==> src/rtl/eea_inv_ctrl.sv <==
// eea_inv_ctrl: step sequencer driving the GF(2^M) extended-Euclidean inversion cell array.
// Define EEA_ZERO_DET_EN to add the zero_err output, which flags a zero operand at done.
module eea_inv_ctrl #(
   parameter int M  = 8,
   parameter int DW = $clog2(2*M+1)
) (
   input  logic          clk,
   input  logic          rst,
   input  logic          start,
   input  logic          r_top,
   input  logic          s_top,
   output logic          load_en,
   output logic          step_en,
   output logic          Switch,
   output logic          Reduce,
   output logic          MultR,
   output logic          busy,
   output logic          done,
   output logic [DW-1:0] delta
`ifdef EEA_ZERO_DET_EN
   ,
   output logic          zero_err
`endif
);
   typedef enum logic [1:0] {IDLE, LOAD, RUN, DONE} state_t;
   localparam logic [DW-1:0] L_MAX  = DW'(2*M);
   localparam logic [DW-1:0] L_LAST = DW'(2*M-1);
   state_t        r_state, w_next;
   logic [DW-1:0] r_delta, r_cnt, w_delta_nx;
   logic          w_run;
   // delta and cnt only live during RUN; they read as the final value in DONE and 0 elsewhere
   always_ff @(posedge clk) begin
      if (rst) begin
         r_state <= IDLE;
         r_delta <= '0;
         r_cnt   <= '0;
      end else begin
         r_state <= w_next;
         r_delta <= (r_state == RUN) ? w_delta_nx : (r_state == DONE) ? '0 : (r_state == LOAD) ? '0 : r_delta;
         r_cnt   <= (r_state == RUN) ? r_cnt + 1'b1 : '0;
      end
   end
   always_comb begin
      w_next = (r_state == IDLE) ? (start ? LOAD : IDLE) :
               (r_state == LOAD) ? RUN :
               (r_state == RUN)  ? ((r_cnt == L_LAST) ? DONE : RUN) : IDLE;
      w_run   = (r_state == RUN);
      load_en = (r_state == LOAD);
      step_en = w_run;
      busy    = (r_state == LOAD) | w_run;
      done    = (r_state == DONE);
      MultR   = w_run & ~r_top;
      Reduce  = w_run & r_top & s_top;
      Switch  = w_run & r_top & (r_delta == '0);
      w_delta_nx = !r_top ? ((r_delta == L_MAX) ? r_delta : r_delta + 1'b1) :
                   (r_delta == '0) ? DW'(1) : r_delta - 1'b1;
   end
   assign delta = r_delta;
`ifdef EEA_ZERO_DET_EN
   logic r_seen_r;
   always_ff @(posedge clk) begin
      if (rst || r_state == LOAD) r_seen_r <= 1'b0;
      else if (r_state == RUN && r_top) r_seen_r <= 1'b1;
   end
   assign zero_err = done & ~r_seen_r;
`endif
endmodule

==> config.mk <==
export PLATFORM = sky130hd
export DESIGN_NAME = eea_inv_ctrl
export DESIGN_NICKNAME = d
export VERILOG_FILES = /design/src/rtl/eea_inv_ctrl.sv
export SDC_FILE = /design/constraint.sdc
export NUM_CORES = 1
export LEC_CHECK = 0
export BUFFER_PORTS_ARGS = -buffer_cell sky130_fd_sc_hd__clkbuf_2
export CAP_MARGIN = 40
export CORE_MARGIN = 10
export CORE_UTILIZATION = 40
export DETAILED_ROUTE_END_ITERATION = 16
export PLACE_DENSITY = 0.68
export SLEW_MARGIN = 30
export SYNTH_ARGS = -nofsm -noshare
export SYNTH_HDL_FRONTEND = slang
export SYNTH_SLANG_ARGS = --single-unit
==> constraint.sdc <==
create_clock -name clk -period 3.8 [get_ports clk]
set_input_delay 0.38 -clock clk [delete_from_list [all_inputs] [get_ports clk]]
set_output_delay 0.38 -clock clk [all_outputs]
set_load 0.02 [all_outputs]
==> Word level (Yosys, flattened, before mapping) <==
Cells that the tools add are included.
{ "totals": {"out_inout_bits": 12, "in_bits": 5, "reg_bits": 12, "elab_cells": 35} }
{ "classes": {"bitwise_logic": 7, "n_addsub": 3, "n_reduce_logical": 5, "n_mux": 11, "eq_ne": 6} }
{ "ops": {"columns": ["operator", "count"], "rows": [
  ["two-way mux 5 bit", 6],
  ["adder 5 x 1 -> 5 bit (second input constant)", 2],
  ["two-way mux 2 bit", 3],
  ["equality test 5 x 4 -> 1 bit (second input constant)", 1],
  ["equality test 5 bit (second input constant)", 1],
  ["zero test 5 bit", 1],
  ["subtractor 5 x 1 -> 5 bit (second input constant)", 1],
  ["bitwise AND 1 bit", 4],
  ["equality test 2 bit (second input constant)", 2],
  ["inequality test 3 bit (second input constant)", 1],
  ["nonzero test 3 bit", 1],
  ["equality test 2 x 1 -> 1 bit (second input constant)", 1],
  ["zero test 2 bit", 1],
  ["two-way mux 1 bit", 2],
  ["NOT 1 bit", 2],
  ["AND reduction 2 bit", 1],
  ["OR reduction 2 bit", 1],
  ["bitwise OR 1 bit", 1]
]} }

==> Logic depth before layout (Yosys ltp) <==
Gate-level depths: netlist of run 1.
{ "depth": {"depth_word": 5, "mapped_depth": 6, "depth_no_buf": 6} }

==> Worst setup path before layout of run 1 <==
No wires, ideal clock.
{ "synth_timing": {"path_type": "register to output", "start": "register r_state[0]", "end": "output port Switch", "stages_incl_launch_ff": 5, "required_ps": 3420, "n_path_buf": 0, "arrival_ps": 1570, "setup_slack_ps": 1850, "path_cell_list": "dfxtp_1 > inv_1 > ha_1 > nand2_1 > nor4_1"} }
{ "synth_via": {"elab_chain_cells": 3} }
{ "synth_rtl": {"columns": ["item", "line_no", "source"], "rows": [
  ["from (decl)", "28", "state_t r_state, w_next;"],
  ["from (signal assigned)", "38", "r_state <= w_next;"],
  ["equality test 2 bit", "47", "w_run = (r_state == RUN);"],
  ["named net step_en", "13", "output logic step_en,"],
  ["bitwise AND 1 bit (2 in a row)", "54", "Switch = w_run & r_top & (r_delta == '0);"],
  ["to (decl)", "14", "output logic Switch,"]
]} }
The timed path passes the listed nets, and every way through them passes these cells.

==> Final worst setup path of run 1 <==
{ "layout_timing": {"start": "register r_state[0]", "end": "output port Switch"} }
{ "layout_via": {"elab_chain_cells": 3} }
{ "layout_rtl": {"columns": ["item", "line_no"], "rows": [
  ["equality test 2 bit", "47"],
  ["bitwise AND 1 bit (2 in a row)", "54"]
]} }
No other way between the ends.

==> impl_metrics.tcl, run 1 <==
set metrics [dict create \
    outcome "finished, final reports clean" \
    ys_warn_count 0 \
    postPlaceCellArea_um2 836 \
    critical_path.startpoint_type "flip-flop" \
    relSlewSlack_pct 75.5 \
    core_mm2 0.00176 \
    min_path_cells 3 \
    r2r_cells 6 \
    antenna_found_initial 0 \
    path_clk_slew_ns 0.07 \
    worst_pin_slew_ns 0.365 \
    placedCellCount 126 \
    via_per_inst 5.03 \
    pre_cts_slack_ns 2.07 \
    synth-simple-area-share_pct 24.6 \
    power_density_mw_per_mm2 264 \
    arrival_ns 1.62 \
    hpwlAfterDp_um 1240 \
    ys_seq_elements 12 \
    synthAdderAreaFrac_pct 14.9 \
    die_w_um 63.5 \
    cts_tree "yes" \
    cp_max_fo 10 \
    cts_root_buf "clkbuf_4" \
    die-area_mm2 0.00403 \
    rows 15 \
    synth_compound_area_share_pct 13.6 \
    post_cts_resized 0 \
    hold_class "input pin to flip-flop" \
    fin_util_pct 48.7 \
    syn_nets 104 \
    remaining_drc_errors 0 \
    max_freq_mhz 499 \
    postRouteAntennaNets 0 \
    mostFrequentLayoutCell "clkbuf_2" \
    drtIter0Drc 5 \
    overflow 0 \
    fin_crit_ns 2.00 \
    synth_top_family_by_area "simple AND/OR/NAND/NOR gates" \
    layout_setup_ws_ns 1.80 \
    cts_buffers 3 \
    grt_start_max_net_pins 12 \
    vias 649 \
    drive_above_1_share_pct 21.2 \
    critPathKind "flip-flop to output pin" \
    finalHoldViolCount 0 \
    fin_skew_ns 0.00103 \
    chipHeight_um 63.5 \
    drt-pass1-iter-count 2 \
    synthMuxAreaShare_pct 2.98 \
    htree_levels 1 \
    layout_common_cells "16 x clkbuf_2, 12 x dfxtp_1" \
    initial_core_util_pct 42.9 \
    wl_per_cell_um 12.1 \
    cts.sinks 12 \
    post-cts-setup-buffers 0 \
    fin_nets 120 \
    port_buffers 16 \
    required_ns 3.42 \
    cts_buffer_depth 2 \
    finalSetupViolCount 0 \
    timing.rr.start "r_state[0]" \
    grt_pass1_vias 588 \
    grt_usage_pct 7.79 \
    finalInstanceArea_um2 858 \
    maxCapViolations 0 \
    routed_wl_um 1560 \
    timing.rr.end "delta[0]" \
    ys_types 31 \
    min_to "r_state[0]" \
    area_growth_syn_to_layout_pct 13.4 \
    r2r_setup_slack_ns 2.13 \
    ios 17 \
    syn_area_per_cell_um2 8.41 \
    fin_tns_setup_ns 0 \
    gp_congestion 0.812 \
    p_leak_nw 0.364 \
    holdBufCountCts 0 \
    worstSkewPairLatency_ns 0.26 \
    drv_slew 0 \
    min_from "start" \
    synth.cell_area_um2 757 \
    stdcell_count 129 \
    synth_seq_area_share_pct 31.7 \
    end_kind "output pin" \
    synthXorXnorAreaFrac_pct 3.47 \
    grt_pass1_wl_um 2650 \
    syn_inst 90 \
    rsz0062_at_grt "false" \
    ir_worst_vdd_v 0.000171 \
    num_antenna_cells 0 \
    period_share_pct 52.7 \
]
-- layer usage --
metal / global-route usage (%) / up-vias / wire length (µm)
met1: 8.70 / 300 / 721
met2: 13.3 / 10 / 747
li1: - / 337 / -
met5: 0 / - / 0
met4: 3.28 / 0 / 13
met3: 2.30 / 2 / 76
-- registers in the layout, indices dropped and copies added, names as in the netlist --
signal   count
r_cnt        5
r_state      2
delta        5
-- cell type report --
| type | instances | area [µm²] |
|---|---|---|
| Timing Repair Buffer | 16 | 80.1 |
| Multi-Input combinational cell | 64 | 450 |
| Sequential cell | 12 | 240 |
| Clock buffer | 3 | 22.5 |
| Inverter | 9 | 33.8 |
| Tap cell | 25 | 31.3 |
| Fill cell | 185 | 906 |
-- Yosys cell counts --
library cell  count  area, µm²
xnor2_1           1       8.76
and3_4            1       11.3
inv_1             9       33.8
buf_4             1       7.51
buf_2             2       10.0
a311oi_1          2       17.5
nand2b_1          2       12.5
o21a_1            1       7.51
a31oi_1           3       18.8
nor4bb_1          1       10.0
clkbuf_1          1       3.75
nand2_1           9       33.8
dfxtp_1          12        240
xor2_1            2       17.5
nor2b_1           4       25.0
ha_1              9        113
nor2_1            9       33.8
and3_1            2       12.5
buf_6             1       11.3
mux2_2            2       22.5
o211ai_1          2       15.0
nor3b_1           1       7.51
nand3_1           2       10.0
nand3b_1          1       7.51
or4_1             1       7.51
a21oi_1           4       20.0
a41o_1            1       10.0
nor4_1            1       6.26
o2bb2ai_1         1       8.76
o21ai_0           1       5.00
nor4b_1           1       8.76
-- critical path: stages, from the launching register on --
cell	delay, ns
dfxtp_1	0.33
inv_1	0.10
ha_1	0.35
nand2_1	0.10
nor4_1	0.25
clkbuf_2	0.22
-- stage by stage --
stage | power, mW | hold slack (ns)
finish | 0.226 | 0.376
CTS | 0.231 | 0.363
global route | 0.239 | 0.375
floorplan | 0.147 | 0.418
global placement | 0.153 | 0.434
detailed placement | 0.153 | 0.444
-- cell families after synthesis --
logic type | Yosys count
multiplexers | 2
buffers and inverters | 14
adder cells (fa/ha/maj) | 9
flip-flops | 12
AND/OR/NAND/NOR | 35
AO/OA/AOI/OAI | 15
XOR/XNOR | 3
-- report_power, final --
| group | internal [mW] | leakage [nW] | switching, mW |
|---|---|---|---|
| combinational | 0.00906 | 0.253 | 0.0134 |
| clock | 0.0365 | 0.0138 | 0.0399 |
| sequential | 0.127 | 0.0969 | 0.000918 |
-- worst max path at each step --
stage,cells after the start,endpoint,slack (ns),start
6_report,5,Switch,1.80,r_state[0]
5_1_grt,5,Switch,1.68,r_state[0]
4_1_cts,5,Switch,1.78,r_state[0]
3_5_place_dp,5,Switch,2.07,r_state[0]
3_3_place_gp,5,Switch,2.18,r_state[0]
2_1_floorplan,4,Switch,1.85,r_state[0]
Note: power is estimated with default switching activity, not from simulation.
==> run 2, diff against run 1 <==
==> constraint.sdc (replaced) <==
create_clock -name clk -period 1.95 [get_ports clk]
set_input_delay 0.195 -clock clk [delete_from_list [all_inputs] [get_ports clk]]
set_output_delay 0.195 -clock clk [all_outputs]
set_load 0.02 [all_outputs]
==> impl_metrics.tcl, run 2 (synthesized netlist as in run 1, its figures left out) <==
set metrics [dict create \
    outcome "finished, final reports clean" \
    arrival_ns 1.53 \
    r2r_cells 5 \
    postRouteAntennaNets 0 \
    overflow 0 \
    drv_slew 0 \
    ios 17 \
    min_from "start" \
    finalSetupViolCount 0 \
    remaining_drc_errors 0 \
    timing.rr.start "delta[0]" \
    area_growth_syn_to_layout_pct 14.4 \
    fin_nets 121 \
    layout_common_cells "16 x clkbuf_2, 12 x dfxtp_1" \
    hpwlAfterDp_um 1280 \
    end_kind "output pin" \
    cpMaxStageDelayCell "dfxtp_1" \
    chipHeight_um 63.5 \
    min_path_cells 3 \
    rows 15 \
    die_w_um 63.5 \
    post_cts_resized 0 \
    drtIter0Drc 19 \
    hold_class "input pin to flip-flop" \
    power_density_mw_per_mm2 508 \
    grt_pass1_wl_um 2840 \
    required_ns 1.75 \
    cts.sinks 12 \
    drive_above_1_share_pct 21.9 \
    via_per_inst 5.12 \
    htree_levels 1 \
    fin_crit_ns 1.73 \
    grt_start_max_net_pins 12 \
    min_to "r_state[0]" \
    grt_usage_pct 8.24 \
    cts_tree "yes" \
    period_share_pct 88.5 \
    cpPeakStageDelay_ns 0.38 \
    core_mm2 0.00176 \
    timing.rr.end "delta[3]" \
    relSlewSlack_pct 77.6 \
    cts_buffer_depth 2 \
    max_freq_mhz 579 \
    ir_worst_vdd_v 0.000327 \
    routed_wl_um 1580 \
    fin_skew_ns 0.00847 \
    path_cells "inv_1, ha_1, nand2_1, nor4_1, clkbuf_2" \
    path_clk_slew_ns 0.08 \
    r2r_setup_slack_ns 0.31 \
    vias 665 \
    num_antenna_cells 0 \
    antenna_found_initial 0 \
    cts_buffers 3 \
    wl_per_cell_um 12.2 \
    postPlaceCellArea_um2 843 \
    holdWs_ns 0.164 \
    gp_congestion 0.880 \
    initial_core_util_pct 42.9 \
    rsz0062_at_grt "false" \
    grt_pass1_vias 666 \
    critical_path.startpoint_type "flip-flop" \
    port_buffers 16 \
    fin_tns_setup_ns 0 \
    finalHoldViolCount 0 \
    finalInstanceArea_um2 866 \
    post-cts-setup-buffers 0 \
    mostFrequentLayoutCell "clkbuf_2" \
    worstSkewPairLatency_ns 0.27 \
    critPathKind "flip-flop to output pin" \
    cts_root_buf "clkbuf_4" \
    cp_max_fo 7 \
    die-area_mm2 0.00403 \
    drt-pass1-iter-count 4 \
    worst_pin_slew_ns 0.334 \
    holdBufCountCts 0 \
    maxCapViolations 0 \
    p_leak_nw 0.369 \
]
run 2: changes by cell type in the layout (fill, tap and decap cells not counted), sizes merged:
cell / before / now
buf: 0 / 1
run 2: worst max-delay path by stage:
stage	endpoint	slack [ns]	from
6_report	Switch	0.22	delta[0]
4_1_cts	Switch	0.21	delta[0]
3_3_place_gp	delta[3]	0.33	delta[0]
5_1_grt	Switch	0.06	delta[0]
2_1_floorplan	Switch	0.18	r_state[0]
3_5_place_dp	delta[3]	0.33	delta[0]
run 2: where the power goes:
part	internal, mW	leakage [nW]	switching, mW
clock network	0.0714	0.0138	0.0765
registers	0.247	0.0969	0.00168
logic	0.0180	0.258	0.0258
run 2: stage by stage:
stage / utilization [%] / std cells / setup WS [ns] / power [mW]
after floorplan: - / 90 / 0.185 / 0.287
after global placement: 47.8 / 127 / 0.332 / 0.297
after global routing: 49.1 / 130 / 0.0607 / 0.466
final: 49.1 / 130 / 0.224 / 0.440
after detailed placement: 47.8 / 127 / 0.325 / 0.299
after CTS: 49.1 / 130 / 0.211 / 0.449
run 2: metal layers:
layer | vias to the layer above | share of wire, % | track usage (%)
met5 | - | 0 | 0
met4 | 0 | 0 | 3.01
met3 | 0 | 6.0 | 3.36
met2 | 15 | 51 | 14.6
met1 | 312 | 43 | 8.46
li1 | 338 | - | -
run 2: critical path, delay by kind of cell (launching register included):
family	cells	cell delay (ns)
adder cells (fa/ha/maj)	1	0.26
buffers and inverters	2	0.30
flip-flops	1	0.38
AND/OR/NAND/NOR	2	0.31
run 2: layout make-up:
class	count	area, µm²
fill	194	898
multi-input combinational	64	450
sequential	12	240
timing repair buffer	17	87.6
inverter	9	33.8
tap	25	31.3
clock buffer	3	22.5
